$ cat config.mk
export PLATFORM = sky130hd
export DESIGN_NAME = zr_qspi_xip_ctrl
export DESIGN_NICKNAME = d
export VERILOG_FILES = /design/src/rtl/zr_qspi_pkg.sv /design/src/rtl/zr_qspi_sck_gen.sv /design/src/rtl/zr_qspi_xip_ctrl.sv
export SDC_FILE = /design/constraint.sdc
export NUM_CORES = 1
export LEC_CHECK = 0
export BUFFER_PORTS_ARGS = -buffer_cell sky130_fd_sc_hd__buf_2
export CAP_MARGIN = 20
export CORE_MARGIN = 2
export CORE_UTILIZATION = 37
export CTS_CLUSTER_SIZE = 24
export DETAILED_ROUTE_END_ITERATION = 12
export GPL_ROUTABILITY_DRIVEN = 0
export PLACE_DENSITY = 0.66
export SLEW_MARGIN = 20
export SYNTH_ARGS = -nofsm -noshare
export SYNTH_HDL_FRONTEND = slang
export SYNTH_SLANG_ARGS = --single-unit
$ cat constraint.sdc
create_clock -name clk -period 3.8 [get_ports clk]
set_input_delay 0.57 -clock clk [delete_from_list [all_inputs] [get_ports clk]]
set_output_delay 0.57 -clock clk [all_outputs]
set_load 0.01 [all_outputs]
$ cat src/rtl/zr_qspi_pkg.sv
// Shared types and constants for the QSPI execute-in-place read controller.
// Phase lengths are counted in SCK periods.
package zr_qspi_pkg;

  typedef enum logic [2:0] {
    ST_IDLE,
    ST_CMD,
    ST_ADDR,
    ST_DUMMY,
    ST_DATA,
    ST_GAP
  } qspi_state_e;

  localparam logic [7:0] QSPI_CMD_READ  = 8'h03;
  localparam logic [7:0] QSPI_CMD_QREAD = 8'h6B;

  localparam logic [5:0] QSPI_LEN_CMD         = 6'd8;
  localparam logic [5:0] QSPI_LEN_ADDR        = 6'd24;
  localparam logic [5:0] QSPI_LEN_DUMMY       = 6'd8;
  localparam logic [5:0] QSPI_LEN_DATA_SINGLE = 6'd32;
  localparam logic [5:0] QSPI_LEN_DATA_QUAD   = 6'd8;

  localparam logic [3:0] QSPI_OE_SINGLE  = 4'b1101;
  localparam logic [3:0] QSPI_OE_QUAD_IN = 4'b0000;

  // Index of the final SCK of a phase; idle states never see a falling strobe.
  function automatic logic [5:0] phase_last(input qspi_state_e st, input logic quad);
    logic [5:0] len;
    case (st)
      ST_CMD:   len = QSPI_LEN_CMD;
      ST_ADDR:  len = QSPI_LEN_ADDR;
      ST_DUMMY: len = QSPI_LEN_DUMMY;
      ST_DATA:  len = quad ? QSPI_LEN_DATA_QUAD : QSPI_LEN_DATA_SINGLE;
      default:  len = 6'd0;
    endcase
    return len - 6'd1;
  endfunction

endpackage

$ cat src/rtl/zr_qspi_sck_gen.sv
// SPI mode-0 clock divider: sck_o low then high for CLK_DIV clk each.
// Strobes flag the clk edge on which sck_o will rise or fall.
module zr_qspi_sck_gen #(
  parameter int CLK_DIV = 1
) (
  input  logic clk,
  input  logic rst,
  input  logic run,
  input  logic stop,
  output logic sck_o,
  output logic rise_stb,
  output logic fall_stb
);

  localparam int CW = (CLK_DIV > 1) ? $clog2(CLK_DIV) : 1;
  localparam logic [CW-1:0] TERM = CW'(CLK_DIV - 1);

  logic          en;
  logic [CW-1:0] cnt;
  logic          tick;

  assign tick     = en && (cnt == TERM);
  assign rise_stb = tick && !sck_o;
  assign fall_stb = tick && sck_o;

  always_ff @(posedge clk) begin
    if (rst || stop) begin
      en    <= 1'b0;
      cnt   <= '0;
      sck_o <= 1'b0;
    end else if (run) begin
      en    <= 1'b1;
      cnt   <= '0;
      sck_o <= 1'b0;
    end else if (tick) begin
      cnt   <= '0;
      sck_o <= ~sck_o;
    end else if (en) begin
      cnt   <= cnt + CW'(1);
    end
  end

endmodule

$ cat src/rtl/zr_qspi_xip_ctrl.sv
// Read-only XIP controller: one 32-bit little-endian word per granted request via 0x03 or 0x6B.
// Result 1+2*CLK_DIV*N clk after grant (N=64 single, 48 quad); one request in flight, req_i held until gnt_o.
module zr_qspi_xip_ctrl
  import zr_qspi_pkg::*;
#(
  parameter int CLK_DIV = 1,
  parameter int CS_HIGH = 2
) (
  input  logic        clk,
  input  logic        rst,
  input  logic        req_i,
  input  logic [23:0] addr_i,
  input  logic        quad_en_i,
  output logic        gnt_o,
  output logic        rvalid_o,
  output logic [31:0] rdata_o,
  output logic        busy_o,
  output logic        sck_o,
  output logic        cs_n_o,
  output logic [3:0]  dq_o,
  output logic [3:0]  dq_oe,
  input  logic [3:0]  dq_i
);

  qspi_state_e state, state_nxt;

  logic        quad;
  logic [5:0]  bit_cnt;
  logic [31:0] sout;
  logic [31:0] sin;
  logic [15:0] gap_cnt;
  logic [23:0] addr_al;
  logic        rise_stb, fall_stb;
  logic        phase_end, gap_done, grant_ok, start, stop_sck;

  assign addr_al   = addr_i & 24'hFF_FFFC;
  assign phase_end = fall_stb && (bit_cnt == phase_last(state, quad));
  assign gap_done  = (state == ST_GAP) && (gap_cnt == 16'(CS_HIGH - 1));
  // The last GAP cycle may already grant so the next gnt_o lands exactly CS_HIGH after rvalid_o.
  assign grant_ok  = req_i && !gnt_o && ((state == ST_IDLE) || gap_done);
  assign start     = (state == ST_IDLE) && gnt_o;
  assign stop_sck  = (state == ST_DATA) && phase_end;

  zr_qspi_sck_gen #(.CLK_DIV(CLK_DIV)) u_sck_gen (
    .clk      (clk),
    .rst      (rst),
    .run      (start),
    .stop     (stop_sck),
    .sck_o    (sck_o),
    .rise_stb (rise_stb),
    .fall_stb (fall_stb)
  );

  always_ff @(posedge clk) begin
    if (rst) state <= ST_IDLE;
    else     state <= state_nxt;
  end

  always_comb begin
    state_nxt = state;
    case (state)
      ST_IDLE:  if (gnt_o)     state_nxt = ST_CMD;
      ST_CMD:   if (phase_end) state_nxt = ST_ADDR;
      ST_ADDR:  if (phase_end) state_nxt = quad ? ST_DUMMY : ST_DATA;
      ST_DUMMY: if (phase_end) state_nxt = ST_DATA;
      ST_DATA:  if (phase_end) state_nxt = ST_GAP;
      ST_GAP:   if (gap_done)  state_nxt = ST_IDLE;
      default:  state_nxt = ST_IDLE;
    endcase
  end

  // dq_o[3:2] held high keeps WP#/HOLD# inactive whenever those lanes are driven.
  always_comb begin
    cs_n_o = 1'b1;
    dq_oe  = QSPI_OE_QUAD_IN;
    dq_o   = 4'b0000;
    busy_o = gnt_o || (state != ST_IDLE);
    case (state)
      ST_CMD, ST_ADDR: begin
        cs_n_o = 1'b0;
        dq_oe  = QSPI_OE_SINGLE;
        dq_o   = {2'b11, 1'b0, sout[31]};
      end
      ST_DUMMY: cs_n_o = 1'b0;
      ST_DATA: begin
        cs_n_o = 1'b0;
        if (!quad) begin
          dq_oe = QSPI_OE_SINGLE;
          dq_o  = 4'b1100;
        end
      end
      default: ;
    endcase
  end

  always_ff @(posedge clk) begin
    if (rst) begin
      gnt_o    <= 1'b0;
      rvalid_o <= 1'b0;
      rdata_o  <= '0;
      quad     <= 1'b0;
      bit_cnt  <= '0;
      sout     <= '0;
      sin      <= '0;
      gap_cnt  <= '0;
    end else begin
      gnt_o    <= grant_ok;
      rvalid_o <= stop_sck;

      if (grant_ok) begin
        quad <= quad_en_i;
        sout <= {(quad_en_i ? QSPI_CMD_QREAD : QSPI_CMD_READ), addr_al};
      end else if (fall_stb && ((state == ST_CMD) || (state == ST_ADDR))) begin
        sout <= {sout[30:0], 1'b0};
      end

      if (start)         bit_cnt <= '0;
      else if (fall_stb) bit_cnt <= phase_end ? 6'd0 : bit_cnt + 6'd1;

      if (rise_stb && (state == ST_DATA))
        sin <= quad ? {sin[27:0], dq_i} : {sin[30:0], dq_i[1]};

      // First byte received arrived in the top bits; swap to little-endian.
      if (stop_sck)
        rdata_o <= {sin[7:0], sin[15:8], sin[23:16], sin[31:24]};

      if (state == ST_GAP) gap_cnt <= gap_cnt + 16'd1;
      else                 gap_cnt <= '0;
    end
  end

endmodule

* Yosys cells after proc, flatten, opt, wreduce, memory -nomap -nowiden *
Cells that the tools add are included.

word-level totals
  input bits = 32
  word-level logic and storage cells = 80
  output and inout port bits = 45
  register bits after elaboration = 125

operators by class
  reductions and logical operators = 28
  muxes and demuxes = 20
  bitwise gates (word level) = 3
  equality and inequality tests = 13
  $add $sub $neg = 4

operators with widths
  operator                                          count
  two-way mux 32 bit                                3
  two-way mux 3 bit                                 7
  one-hot mux 3 bit (6 select lines)                1
  one-hot mux 6 bit (3 select lines)                1
  adder 16 x 1 -> 16 bit, second input constant     1
  == test 16 x 1 -> 1 bit, second input constant    1
  one-hot mux 4 bit (2 select lines)                2
  two-way mux 6 bit                                 2
  inequality test 2 bit, second input constant      6
  logical AND 1 bit                                 11
  OR reduction 2 bit                                5
  two-way mux 4 bit                                 2
  two-way mux 7 bit                                 1
  adder 6 x 1 -> 6 bit, second input constant       1
  == test 3 x 2 -> 1 bit, second input constant     2
  == test 3 bit, second input constant              2
  == test 6 bit                                     1
  AND reduction 6 bit                               1
  subtractor 6 x 1 -> 6 bit, second input constant  1
  logical OR 1 bit                                  4
  OR reduction 4 bit                                1
  == test 3 x 1 -> 1 bit, second input constant     1
  zero test 3 bit                                   1
  NOT 1 bit                                         3
  other kinds (6)                                   7

* Depth between registers and ports, before layout *
  word-level depth = 9
  depth in mapped cells = 11
  gate-level depth less buffers = 8

* By module *
A second synthesis with hierarchy kept.

unflattened totals
  cell total of the unflattened synthesis = 562
  area, all modules = 5472.7 µm²

modules (own cells, without submodules)
  module            instances  area an instance (µm²)  seq. area each (µm²)  cells each
  zr_qspi_xip_ctrl  1          5347.6                  2442.3                550
  zr_qspi_sck_gen   1          125.1                   60.1                  12

* Least setup slack after synthesis *
OpenSTA, ideal clock, no wires.

  kind = flip-flop to flip-flop
  start point = reg quad
  end point = reg rdata_o[10]
  setup slack = 1092 ps
  setup time = 128 ps
  arrival = 2580 ps
  data required time = 3672 ps
  buffers on the path = 2
  cell stages (with the launch flop) = 11
  clock period less this slack = 2708 ps
  cells stage by stage = dfxtp_1 -> nor4bb_1 -> nor2_1 -> ha_1 -> xnor2_1 -> or4_1 -> or4b_1 -> buf_4 -> buf_6 -> mux2i_1 -> nor2_1

between the ends
  longest elaborated chain between the ends = 6

RTL lines
  item                                RTL line                 RTL
  start, declared                     zr_qspi_xip_ctrl.sv:27   logic quad;
  start signal, assigned              zr_qspi_xip_ctrl.sv:111  quad <= quad_en_i;
  two-way mux 6 bit                   zr_qspi_pkg.sv:33        ST_DATA: len = quad ? QSPI_LEN_DATA_QUAD : QSPI_LEN_DATA_SINGLE;
  one-hot mux 6 bit (3 select lines)  zr_qspi_pkg.sv:29        case (st)
  subtractor 6 x 1 -> 6 bit           zr_qspi_pkg.sv:36        return len - 6'd1;
  == test 6 bit                       zr_qspi_xip_ctrl.sv:37   assign phase_end = fall_stb && (bit_cnt == phase_last(state, quad));
  logical AND 1 bit                   zr_qspi_xip_ctrl.sv:37
  logical AND 1 bit                   zr_qspi_xip_ctrl.sv:42   assign stop_sck = (state == ST_DATA) && phase_end;
  end signal, assigned                zr_qspi_xip_ctrl.sv:125  rdata_o <= {sin[7:0], sin[15:8], sin[23:16], sin[31:24]};
  end, declared                       zr_qspi_xip_ctrl.sv:16   output logic [31:0] rdata_o,

No other way between the ends.
A chain may end at the register's enable or synchronous reset.

* Final worst setup path *
  start point = reg state[0]
  end point = reg rdata_o[15]

between the ends
  longest elaborated chain between the ends = 7
  elaborated cells between the ends (all ways) = 10
  classes of those cells = add/sub: 1; eq/ne: 5; mux: 1; reduce/logical: 3

RTL lines
  item                                                              RTL line                RTL
  start, declared                                                   zr_qspi_xip_ctrl.sv:25  qspi_state_e state, state_nxt;
  start signal, assigned                                            zr_qspi_xip_ctrl.sv:56  else state <= state_nxt;
  == test 3 x 1 -> 1 bit or == test 3 x 2 -> 1 bit (tied branches)  zr_qspi_pkg.sv:29
  OR reduction 2 bit (no source line)                               --
  one-hot mux 6 bit (3 select lines)                                zr_qspi_pkg.sv:29
  subtractor 6 x 1 -> 6 bit                                         zr_qspi_pkg.sv:36
  == test 6 bit                                                     zr_qspi_xip_ctrl.sv:37
  logical AND 1 bit                                                 zr_qspi_xip_ctrl.sv:37
  logical AND 1 bit *                                               zr_qspi_xip_ctrl.sv:42

Every way passes the cells marked *; elsewhere a longest branch is shown, timed or not.

==> flow_summary.ini <==
[power_and_ir_drop]
internal-power_uw = 2360
pwr-share-comb = 0.058
peakVddDrop_uv = 312
p_switching_uw = 692
clkPwrFrac = 0.494
power_frac_seq = 0.448
swShare = 0.227
cellLeakagePower_uw = 0.00251
power.density_nw_per_um2 = 475

[timing]
min_period_ps = 3350
hold_violations = 0
setup_violations = 0
drv_slew = 0
tns_ps = 0
fmax_mhz = 299
rsz0062_at_grt = false
tightest_slew_ps = 1080
clock_skew_ps = 11.7
max_slew_margin = 0.282
fin_crit_sh = 0.880

[cts]
hold_buffers = 0
clock_sinks = 125
cts_buffer_depth = 2
clock_latency_ps = 410
numCtsBuffers = 17
postCtsSetupRepairBufs = 0
root_buffer = clkbuf_16
cts_resized = 0
cts_tree = done
htreeDepth = 4
path_clk_slew_ps = 50

[global_routing]
met2_usage = 0.243
grt_use_total = 0.148
use_met1 = 0.183
antenna_found_initial = 0
use_met3 = 0.0454
first_global_vias = 4034
top_usage_layer = met2
grt_pass1_wl_um = 19100
grt_max_degree = 102
grt_overflow = 0

[synthesis]
synth-edff-count = 0
async_reset_ff_frac = 0
ys_seq_elements = 125
ys_seq_area_frac = 0.461
synth_cells = 570
synth.area.top_cells = dfxtp_1 46%, mux2i_1 17%, a211oi_1 7.9%
yosysTopAreaCell = dfxtp_1
yosysUniqueCellTypes = 43
synth_top_area_share = 0.461
yosysWarnings = 0
synth_ff_type = dfxtp_1
avgSynthCellArea_um2 = 9.52
synth_area_um2 = 5430

[hold_path]
hold_class = in -> reg
hold_depth = 3

[route]
drcViolationCount = 0
postRouteAntennaNets = 0
dr_total_vias = 4163
wl_per_cell_um = 13.7
first_iter_violations = 169
drtPass1Iterations = 6
vias_per_cell = 5.10
drt-total-wl_um = 11200

[worst_setup_path]
cp-end-kind = flip-flop
crit_top_cell = nor2_1
required_ps = 4050
startpoint_type = flip-flop
critPathArrivalTime_ps = 3600
crit_type = reg -> reg
crit_fanout = 33
reg2reg_depth = 9
crit_chain = nor4bb_1, nor2_1, ha_1, xnor2_1, or4_1, or4b_2, buf_4, mux2i_1, nor2_1
slowest_stage = or4b_2
cpPeakStageDelay_ps = 620

[placement]
port-buffer-count = 72
dp_hpwl_um = 7270
place_inst = 786

[die]
die_area_um2 = 15700
die-height_um = 125
core.rowCount = 44
core_area_um2 = 14400
start_util = 0.376
die_w_um = 125
io_pins = 77

[finish]
drive_gt1_frac = 0.186
final_cells = 817
nets = 657
syn_to_final_growth_pct = 18.2
diodes = 0
fillCellCount = 1412

[outcome]
status = completed

[flow_run]
maxCapViolations = 0
## cell families after synthesis
family | synth area share
and+or+nand+nor | 0.167
DFF | 0.461
muxes | 0.171
AOI/OAI and AO/OA | 0.106
buffers and inverters | 0.0461
xor gates and xnor gates | 0.0387
adders and majority gates | 0.00922
other | 0.000691
## synthesized netlist by cell type, types with 4 or more instances
master      n
buf_4       8
inv_1       6
nor2_1     97
xnor2_1    16
nand3_1    10
mux2i_1    93
and3_1      4
a211oi_1   57
nor4_1      5
xor2_1      8
clkbuf_1   31
nor3_1     31
nand2_1    14
dfxtp_1   125
nor3b_1     5
a21oi_1     9
ha_1        4
## final timing paths
| path | from | end | slack, ps |
|---|---|---|---|
| setup reg to reg | state[0]$_SDFFE_PP0P_ | rdata_o[15]$_SDFFE_PP0P_ | 450 |
| setup / recovery | state[0]$_SDFFE_PP0P_ | rdata_o[15]$_SDFFE_PP0P_ | 450 |
| hold / removal | addr_i[2] | sout[2]$_SDFFE_PP0P_ | 450 |
| hold reg to reg | u_sck_gen.en$_SDFFE_PP0P_ | u_sck_gen.cnt$_SDFFE_PP0P_ | 470 |
## critical path: cells and delay by family, from the launching register on
| kind | cells | cell delay [ps] |
|---|---|---|
| DFF | 1 | 440 |
| buffers and inverters | 1 | 320 |
| xor gates and xnor gates | 1 | 140 |
| and+or+nand+nor | 5 | 1730 |
| muxes | 1 | 210 |
| adders and majority gates | 1 | 320 |
## per-stage QoR
| stage | hold slack (ps) | utilization | cell area [um2] | setup slack (ps) | total power, uW |
|---|---|---|---|---|---|
| floorplan | 434 | - | 5430 | 1090 | 1520 |
| global placement | 454 | 0.406 | 5850 | 592 | 1560 |
| detailed placement | 465 | 0.406 | 5850 | 481 | 1570 |
| CTS | 425 | 0.444 | 6410 | 472 | 3090 |
| global route | 430 | 0.445 | 6420 | 269 | 3170 |
| finish | 447 | 0.445 | 6420 | 454 | 3050 |
## power groups by stage
stage               Clock [uW]  Sequential [uW]  Combinational, uW
finish                    1510             1370                176
detailed placement           0             1390                175
global route              1610             1370                194
CTS                       1550             1370                177
floorplan                    0             1390                136
global placement             0             1390                171
## flip-flops by register name, summed over array words and instances (netlist names)
name	cells
gap_cnt	16
sin	32
u_sck_gen.cnt	1
rdata_o	32
bit_cnt	6
gnt_o	1
rvalid_o	1
u_sck_gen.en	1
sout	30
quad	1
u_sck_gen.sck_o	1
state	3
## cell usage in the layout, fill, tap and decap left out, drive strengths merged, types with 5 or more instances in the layout
cell type    n
xor2         8
dfxtp      125
buf         77
clkinv       7
nor3b        5
mux2i       93
nor4         5
inv          7
xnor2       16
nand3       10
nor2        97
nor3        31
nand2       14
clkbuf      20
a211oi      57
a21oi        9
## per-layer routing
| layer | vias up | wire length [um] | part of all wire |
|---|---|---|---|
| met5 | - | 0 | 0 |
| met4 | 0 | 140 | 0.012 |
| met3 | 11 | 453 | 0.040 |
| met2 | 74 | 5260 | 0.47 |
| met1 | 1954 | 5350 | 0.48 |
| li1 | 2124 | - | - |
## cell type report
cell class	instances	area, um2	share of cell area
multi-input cells	394	2700	0.421
clock inverters	11	92.6	0.0144
inverters	6	22.5	0.00351
well taps	184	230	0.0359
repair buffers	77	400	0.0624
flip-flops and latches	125	2500	0.390
clock buffers	20	467	0.0727
Note: power is estimated with default switching activity, not from simulation.
